==> src/rtl/pe_pkg.sv <==
// rtl/pe_pkg.sv - shared processing-element types, widths and arithmetic helpers
package pe_pkg;

    localparam int PAYLOAD_WIDTH = 32;
    localparam int TYPE_WIDTH    = 3;

    localparam logic [TYPE_WIDTH-1:0] TYPE_DATA       = 3'b000;
    localparam logic [TYPE_WIDTH-1:0] TYPE_CONF_INB   = 3'b001;
    localparam logic [TYPE_WIDTH-1:0] TYPE_CONF_W     = 3'b010;
    localparam logic [TYPE_WIDTH-1:0] TYPE_CONF_AFLUT = 3'b100;
    localparam logic [TYPE_WIDTH-1:0] TYPE_CONF_AFLB  = 3'b101;
    localparam logic [TYPE_WIDTH-1:0] TYPE_CONF_AFUB  = 3'b110;

    // Integer square root, used only at elaboration time.
    function automatic int isqrt(input int n);
        int r;
        r = 0;
        for (int i = 0; i <= n; i++) begin
            if (i * i <= n) r = i;
        end
        return r;
    endfunction

    function automatic int source_width(input int network_size);
        return $clog2(network_size);
    endfunction

    function automatic int seq_width(input int network_size);
        return $clog2(isqrt(network_size) * 2);
    endfunction

    // Signed add clamped to the most positive/negative value on overflow.
    function automatic logic [PAYLOAD_WIDTH-1:0] sat_add(
        input logic [PAYLOAD_WIDTH-1:0] a,
        input logic [PAYLOAD_WIDTH-1:0] b
    );
        logic [PAYLOAD_WIDTH-1:0] s;
        s = a + b;
        if ((a[PAYLOAD_WIDTH-1] == b[PAYLOAD_WIDTH-1]) && (s[PAYLOAD_WIDTH-1] != a[PAYLOAD_WIDTH-1]))
            s = a[PAYLOAD_WIDTH-1] ? 32'h8000_0000 : 32'h7FFF_FFFF;
        return s;
    endfunction

endpackage

==> src/rtl/pe_accumulator_if.sv <==
// rtl/pe_accumulator_if.sv - multiplier-to-accumulator and accumulator-to-activation streams
interface pe_accumulator_if
    import pe_pkg::*;
#(
    parameter int NETWORK_SIZE = 256
);
    localparam int SOURCE_WIDTH = source_width(NETWORK_SIZE);
    localparam int SEQ_WIDTH    = seq_width(NETWORK_SIZE);

    logic                     MUL_ACC_valid;
    logic [TYPE_WIDTH-1:0]    MUL_ACC_type;
    logic [SEQ_WIDTH-1:0]     MUL_ACC_seqNum;
    logic [SOURCE_WIDTH-1:0]  MUL_ACC_inputNum;
    logic [PAYLOAD_WIDTH-1:0] MUL_ACC_data;
    logic                     MUL_ACC_halt;

    logic                     ACC_AF_valid;
    logic [TYPE_WIDTH-1:0]    ACC_AF_type;
    logic [SEQ_WIDTH-1:0]     ACC_AF_seqNum;
    logic [PAYLOAD_WIDTH-1:0] ACC_AF_data;
    logic                     ACC_AF_halt;

    modport master (
        output MUL_ACC_valid, MUL_ACC_type, MUL_ACC_seqNum, MUL_ACC_inputNum, MUL_ACC_data,
        input  MUL_ACC_halt,
        input  ACC_AF_valid, ACC_AF_type, ACC_AF_seqNum, ACC_AF_data,
        output ACC_AF_halt
    );

    modport slave (
        input  MUL_ACC_valid, MUL_ACC_type, MUL_ACC_seqNum, MUL_ACC_inputNum, MUL_ACC_data,
        output MUL_ACC_halt,
        output ACC_AF_valid, ACC_AF_type, ACC_AF_seqNum, ACC_AF_data,
        input  ACC_AF_halt
    );

endinterface

==> src/rtl/pe_accumulator_bank.sv <==
// rtl/pe_accumulator_bank.sv - per-sequence sum/count register file (acc_bank)
module acc_bank
    import pe_pkg::*;
#(
    parameter int AW = 5,
    parameter int CW = 9
) (
    input  logic                     clk,
    input  logic                     rst,
    input  logic [AW-1:0]            rd_addr,
    output logic [PAYLOAD_WIDTH-1:0] rd_sum,
    output logic [CW-1:0]            rd_count,
    input  logic                     we,
    input  logic [AW-1:0]            wr_addr,
    input  logic [PAYLOAD_WIDTH-1:0] wr_sum,
    input  logic [CW-1:0]            wr_count,
    input  logic                     clr_all
);
    localparam int DEPTH = 1 << AW;

    logic [PAYLOAD_WIDTH-1:0] sum_q   [DEPTH];
    logic [CW-1:0]            count_q [DEPTH];

    assign rd_sum   = sum_q[rd_addr];
    assign rd_count = count_q[rd_addr];

    // Entry storage: clear-all wins over a single-entry write.
    always_ff @(posedge clk or negedge rst) begin
        if (!rst) begin
            for (int i = 0; i < DEPTH; i++) begin
                sum_q[i]   <= '0;
                count_q[i] <= '0;
            end
        end else if (clr_all) begin
            for (int i = 0; i < DEPTH; i++) begin
                sum_q[i]   <= '0;
                count_q[i] <= '0;
            end
        end else if (we) begin
            sum_q[wr_addr]   <= wr_sum;
            count_q[wr_addr] <= wr_count;
        end
    end

endmodule

==> src/rtl/pe_accumulator.sv <==
// rtl/pe_accumulator.sv - sums signed products per sequence; optional ACC_SATURATE_EN clamps on overflow
module pe_accumulator
    import pe_pkg::*;
#(
    parameter int NETWORK_SIZE = 256
) (
    input logic       clk,
    input logic       rst,
    pe_accumulator_if.slave bus
);
    localparam int SOURCE_WIDTH = source_width(NETWORK_SIZE);
    localparam int SEQ_WIDTH    = seq_width(NETWORK_SIZE);
    localparam int CW           = SOURCE_WIDTH + 1;

    logic                     accept;
    logic [CW-1:0]            inb_q;
    logic [PAYLOAD_WIDTH-1:0] rd_sum;
    logic [CW-1:0]            rd_count;
    logic [PAYLOAD_WIDTH-1:0] new_sum;
    logic [CW-1:0]            new_count;
    logic                     is_data;
    logic                     complete;
    logic                     passthru;
    logic                     load;
    logic                     we;
    logic                     clr_all;
    logic [PAYLOAD_WIDTH-1:0] wr_sum;
    logic [CW-1:0]            wr_count;
    logic                     unused_input_num;

    // The source index is informational only; duplicates are counted again.
    assign unused_input_num = ^bus.MUL_ACC_inputNum;

    assign bus.MUL_ACC_halt = bus.ACC_AF_valid && bus.ACC_AF_halt;
    assign accept           = bus.MUL_ACC_valid && !bus.MUL_ACC_halt;

    acc_bank #(.AW(SEQ_WIDTH), .CW(CW)) u_bank (
        .clk      (clk),
        .rst      (rst),
        .rd_addr  (bus.MUL_ACC_seqNum),
        .rd_sum   (rd_sum),
        .rd_count (rd_count),
        .we       (we),
        .wr_addr  (bus.MUL_ACC_seqNum),
        .wr_sum   (wr_sum),
        .wr_count (wr_count),
        .clr_all  (clr_all)
    );

    // Single-cycle read-modify-write of the addressed entry and output decision.
    always_comb begin
`ifdef ACC_SATURATE_EN
        new_sum = sat_add(rd_sum, bus.MUL_ACC_data);
`else
        new_sum = rd_sum + bus.MUL_ACC_data;
`endif
        new_count = rd_count + 1'b1;
        is_data   = (bus.MUL_ACC_type == TYPE_DATA) && (inb_q != '0);
        complete  = is_data && (new_count == inb_q);
        passthru  = (bus.MUL_ACC_type == TYPE_CONF_AFLUT) ||
                    (bus.MUL_ACC_type == TYPE_CONF_AFLB)  ||
                    (bus.MUL_ACC_type == TYPE_CONF_AFUB);
        we        = accept && is_data;
        wr_sum    = complete ? '0 : new_sum;
        wr_count  = complete ? '0 : new_count;
        clr_all   = accept && (bus.MUL_ACC_type == TYPE_CONF_INB);
        load      = accept && (complete || passthru);
    end

    // Expected-input count, reprogrammed by CONF_INB.
    always_ff @(posedge clk or negedge rst) begin
        if (!rst)
            inb_q <= '0;
        else if (clr_all)
            inb_q <= bus.MUL_ACC_data[CW-1:0];
    end

    // Output register: loads on completion/pass-through, holds while halted.
    always_ff @(posedge clk or negedge rst) begin
        if (!rst) begin
            bus.ACC_AF_valid  <= 1'b0;
            bus.ACC_AF_type   <= '0;
            bus.ACC_AF_seqNum <= '0;
            bus.ACC_AF_data   <= '0;
        end else if (load) begin
            bus.ACC_AF_valid  <= 1'b1;
            bus.ACC_AF_type   <= bus.MUL_ACC_type;
            bus.ACC_AF_seqNum <= bus.MUL_ACC_seqNum;
            bus.ACC_AF_data   <= complete ? new_sum : bus.MUL_ACC_data;
        end else if (!bus.ACC_AF_halt) begin
            bus.ACC_AF_valid  <= 1'b0;
        end
    end

endmodule

==> src/flat_wrapper.sv <==
// flat-port wrapper written by rule: the top's interface ports become plain ports
module pe_accumulator_flat import pe_pkg::*;
#(
    parameter int NETWORK_SIZE = 256
)
  (clk, rst, bus_MUL_ACC_valid, bus_MUL_ACC_type, bus_MUL_ACC_seqNum, bus_MUL_ACC_inputNum, bus_MUL_ACC_data, bus_MUL_ACC_halt, bus_ACC_AF_valid, bus_ACC_AF_type, bus_ACC_AF_seqNum, bus_ACC_AF_data, bus_ACC_AF_halt);
  pe_accumulator_if #(.NETWORK_SIZE(NETWORK_SIZE)) bus_i ();
  input logic clk;
  input logic rst;
  input wire logic [$bits(bus_i.MUL_ACC_valid)-1:0] bus_MUL_ACC_valid;
  input wire logic [$bits(bus_i.MUL_ACC_type)-1:0] bus_MUL_ACC_type;
  input wire logic [$bits(bus_i.MUL_ACC_seqNum)-1:0] bus_MUL_ACC_seqNum;
  input wire logic [$bits(bus_i.MUL_ACC_inputNum)-1:0] bus_MUL_ACC_inputNum;
  input wire logic [$bits(bus_i.MUL_ACC_data)-1:0] bus_MUL_ACC_data;
  output wire logic [$bits(bus_i.MUL_ACC_halt)-1:0] bus_MUL_ACC_halt;
  output wire logic [$bits(bus_i.ACC_AF_valid)-1:0] bus_ACC_AF_valid;
  output wire logic [$bits(bus_i.ACC_AF_type)-1:0] bus_ACC_AF_type;
  output wire logic [$bits(bus_i.ACC_AF_seqNum)-1:0] bus_ACC_AF_seqNum;
  output wire logic [$bits(bus_i.ACC_AF_data)-1:0] bus_ACC_AF_data;
  input wire logic [$bits(bus_i.ACC_AF_halt)-1:0] bus_ACC_AF_halt;
  assign bus_i.MUL_ACC_valid = bus_MUL_ACC_valid;
  assign bus_i.MUL_ACC_type = bus_MUL_ACC_type;
  assign bus_i.MUL_ACC_seqNum = bus_MUL_ACC_seqNum;
  assign bus_i.MUL_ACC_inputNum = bus_MUL_ACC_inputNum;
  assign bus_i.MUL_ACC_data = bus_MUL_ACC_data;
  assign bus_MUL_ACC_halt = bus_i.MUL_ACC_halt;
  assign bus_ACC_AF_valid = bus_i.ACC_AF_valid;
  assign bus_ACC_AF_type = bus_i.ACC_AF_type;
  assign bus_ACC_AF_seqNum = bus_i.ACC_AF_seqNum;
  assign bus_ACC_AF_data = bus_i.ACC_AF_data;
  assign bus_i.ACC_AF_halt = bus_ACC_AF_halt;
  pe_accumulator #(.NETWORK_SIZE(NETWORK_SIZE)) u_core (.clk(clk), .rst(rst), .bus(bus_i));
endmodule
==> config.mk <==
export PLATFORM = sky130hd
export DESIGN_NAME = pe_accumulator_flat
export DESIGN_NICKNAME = d
export VERILOG_FILES = /design/src/rtl/pe_pkg.sv /design/src/rtl/pe_accumulator_if.sv /design/src/rtl/pe_accumulator_bank.sv /design/src/rtl/pe_accumulator.sv /design/src/flat_wrapper.sv
export SDC_FILE = /design/constraint.sdc
export NUM_CORES = 2
export LEC_CHECK = 0
export CAP_MARGIN = 30
export CORE_ASPECT_RATIO = 1.2
export CORE_MARGIN = 2
export CORE_UTILIZATION = 45
export CTS_CLUSTER_SIZE = 40
export DETAILED_ROUTE_END_ITERATION = 8
export SKIP_LAST_GASP = 1
export SYNTH_ARGS = -nofsm -noshare
export SYNTH_HDL_FRONTEND = slang
export SYNTH_SLANG_ARGS = --single-unit
==> constraint.sdc <==
create_clock -name clk -period 7.9 [get_ports clk]
set_input_delay 1.58 -clock clk [delete_from_list [all_inputs] [get_ports clk]]
set_output_delay 1.58 -clock clk [all_outputs]
set_load 0.01 [all_outputs]
==> results.sh <==
export IMPL_status="finished, final reports clean"
export IMPL_grt_pass1_wl_um=308000
export IMPL_ys_types=78
export IMPL_clock_skew_ns=0.0259
export IMPL_drive_gt1_frac=0.140
export IMPL_fin_tns_setup_ns=0
export IMPL_crit_top_cell="o21ai_0"
export IMPL_first_pass_iters=5
export IMPL_fmax_mhz=146
export IMPL_postSynthCellCount=5861
export IMPL_post_dp_hpwl_um=121000
export IMPL_grt_total_usage=0.293
export IMPL_overflow=0
export IMPL_dieArea_um2=141000
export IMPL_p_leak_nw=30.4
export IMPL_crit_type="in2reg"
export IMPL_ant_nets=0
export IMPL_grt_pass1_vias=46800
export IMPL_worst_slew_pin_slew_ns=1.18
export IMPL_post_synth_top_area_cell="dfrtp_1"
export IMPL_clock_sinks=1362
export IMPL_synth_edf_count=0
export IMPL_crit_chain="clkdlybuf4s50_1 -> nor3b_2 -> a22oi_1 -> nand4_1 -> ha_1 -> o21ai_0 -> or3_1 -> a2bb2oi_1 -> o21a_1 -> o21ai_0 -> a21o_1 -> a21oi_1 -> xor2_1 -> nand2b_1 -> buf_4 -> o21ai_0"
export IMPL_setup_viol=0
export IMPL_worstPathRequired_ns=8.52
export IMPL_wl_um=205000
export IMPL_wl_per_cell_um=26.9
export IMPL_cp_end_kind="register"
export IMPL_regArea_um2=34100
export IMPL_path_max_fanout=32
export IMPL_gp_congestion=0.865
export IMPL_start_kind="input pin"
export IMPL_cts_resized=0
export IMPL_ctsHoldBuffers=0
export IMPL_final_core_util=0.511
export IMPL_cp_arrival_ns=7.50
export IMPL_syn_area_um2=62100
export IMPL_synth_top_area_frac=0.549
export IMPL_synth_seq_area_share=0.549
export IMPL_drt_initial_drc_count=5270
export IMPL_cts_tree="done"
export IMPL_numCtsBuffers=143
export IMPL_vdd_drop_max_uv=163
export IMPL_final_common_cell="dfrtp_1"
export IMPL_relSlewSlack=0.213
export IMPL_ys_async_sr_fraction=1.00
export IMPL_start_util=0.452
export IMPL_n_fill_cell=12400
export IMPL_antenna_found_initial=3
export IMPL_drv_slew=0
export IMPL_path_clk_slew_ns=0.06
export IMPL_path_delay_family="compound AO/OA/AOI/OAI gates"
export IMPL_yosys_warnings=0
export IMPL_clock_path_buffers=3
export IMPL_clock_latency_ns=0.79
export IMPL_multi_input_area_um2=25600
export IMPL_synth_nets=5946
export IMPL_cts_root_buf="clkbuf_16"
export IMPL_drv_cap=0
export IMPL_area_delta_synth_final_pct=12.9
export IMPL_vias=47400
export IMPL_yosys_register_bits=1362
export IMPL_max_stage_delay_ns=0.86
export IMPL_viasPerCell=6.22
export IMPL_grt_start_max_net_pins=246
export IMPL_io_pins=94
export IMPL_synthTopCellsByArea="dfrtp_1 (55%), o21ai_0 (10%), mux4_2 (9.6%), nand3_1 (6.8%), nand2_1 (4.0%)"
export IMPL_grt_setup_unrepaired="false"
export IMPL_cp_slowest_cell="clkdlybuf4s50_1"
export IMPL_nNetsFinal=5783
export IMPL_period_minus_slack_ns=6.87
export IMPL_power_density_nw_per_um2=218
export IMPL_final_cell_mix="dfrtp_1 (1362), o21ai_0 (1256), nand3_1 (841)"
export IMPL_finalHoldViolations=0
export IMPL_die_y_um=411
export IMPL_cts_setup_buffers=0
export IMPL_die_x_um=343
export IMPL_drc_errors=0
export IMPL_fin_crit_sh=0.870
export IMPL_rows=149
export IMPL_cp_num_buf_inv=2
export IMPL_ys_flop_type="dfrtp_1"
export IMPL_portBuffers=85
export IMPL_syn_avg_cell_area_um2=10.6
export IMPL_hp_class="reg2reg"
export IMPL_core_area_um2=137000
export IMPL_htreeDepth=4
## layout make-up
| class | instances | share of cell area |
|---|---|---|
| timing repair buffer | 303 | 0.0456 |
| tap | 1812 | 0.0323 |
| sequential | 1362 | 0.486 |
| clock inverter | 43 | 0.00744 |
| antenna | 1 | 0.0000357 |
| multi-input combinational | 3848 | 0.365 |
| inverter | 40 | 0.00214 |
| clock buffer | 214 | 0.0612 |
## power by group
part	total (mW)	internal, mW	switching, mW	leakage (nW)
combinational	1.13	0.384	0.744	9.12
clock	6.93	4.03	2.90	2.38
sequential	7.21	7.12	0.0972	18.9
total	15.3	11.5	3.74	30.4
## tightest hold or removal path, stage by stage, from the launching register on
cell and delay (ns):
dfrtp_1 0.34, nand2_1 0.05, o31ai_1 0.05
## flip-flops by register name, indices dropped and copies added (netlist names)
name                      count
u_core.bus.ACC_AF_data       32
u_core.u_bank.count_q       288
u_core.bus.ACC_AF_valid       1
u_core.bus.ACC_AF_seqNum      5
u_core.inb_q                  9
u_core.u_bank.sum_q        1024
u_core.bus.ACC_AF_type        3
## metal layers
| metal | part of all wire | routed length (µm) | global-route usage |
|---|---|---|---|
| met3 | 0.069 | 14100 | 0.0471 |
| met2 | 0.47 | 96100 | 0.460 |
| met1 | 0.41 | 84400 | 0.400 |
| met5 | 0 | 0 | 0 |
| met4 | 0.049 | 10100 | 0.136 |
## stage by stage
stage	power, mW	setup slack [ns]	cells	instance area [µm²]	hold slack, ns
2_1_floorplan	7.87	0.837	5861	62100	0.443
3_3_place_gp	8.45	0.467	7355	65100	0.454
3_5_place_dp	8.46	0.438	7363	65200	0.460
4_1_cts	15.4	1.26	7620	70100	0.474
5_1_grt	15.7	0.996	7622	70100	0.489
6_report	15.3	1.03	7623	70100	0.473
## cells in the mapped netlist, types with 11 or more instances
master	instances
dfrtp_1	1362
o21ai_0	1256
nand3_1	842
nand2_1	658
clkbuf_1	501
mux4_2	264
a22oi_1	128
mux2i_1	128
o22ai_1	65
a21oi_1	60
nor2_1	51
o21ai_1	43
inv_1	40
nand4_1	37
ha_1	32
o31ai_1	32
buf_1	28
clkbuf_2	25
xnor2_1	25
buf_4	22
buf_2	21
nand2b_1	21
a221oi_1	20
xor2_1	15
nor4_1	12
a21o_1	11
buf_6	11
## logic make-up (layout without fill, tap and decap cells)
family	Yosys count	after routing	share of synthesized area
AND/OR/NAND/NOR	1709	1709	0.130
adder cells (fa/ha/maj)	33	33	0.00677
buffers and inverters	651	600	0.0435
flip-flops	1362	1362	0.549
multiplexers	399	399	0.118
XOR/XNOR	43	43	0.00675
other	0	1	0
AO/OA/AOI/OAI	1664	1664	0.147
## final timing paths
path | from | endpoint | slack [ns] | cells past startpoint
max | bus_MUL_ACC_seqNum[4] | u_core.u_bank.sum_q[856] | 1.03 | 16
min reg2reg | u_core.u_bank.sum_q[959] | u_core.u_bank.sum_q[959] | 0.47 | 2
min in group asynchronous | rst | u_core.u_bank.sum_q[52] | 0.76 | 1
max reg2reg | u_core.u_bank.sum_q[389] | u_core.u_bank.sum_q[856] | 2.55 | 15
max in group asynchronous | rst | u_core.u_bank.count_q[261] | 5.31 | 3
min | u_core.u_bank.sum_q[959] | u_core.u_bank.sum_q[959] | 0.47 | 2
Note: power is estimated with default switching activity, not from simulation.
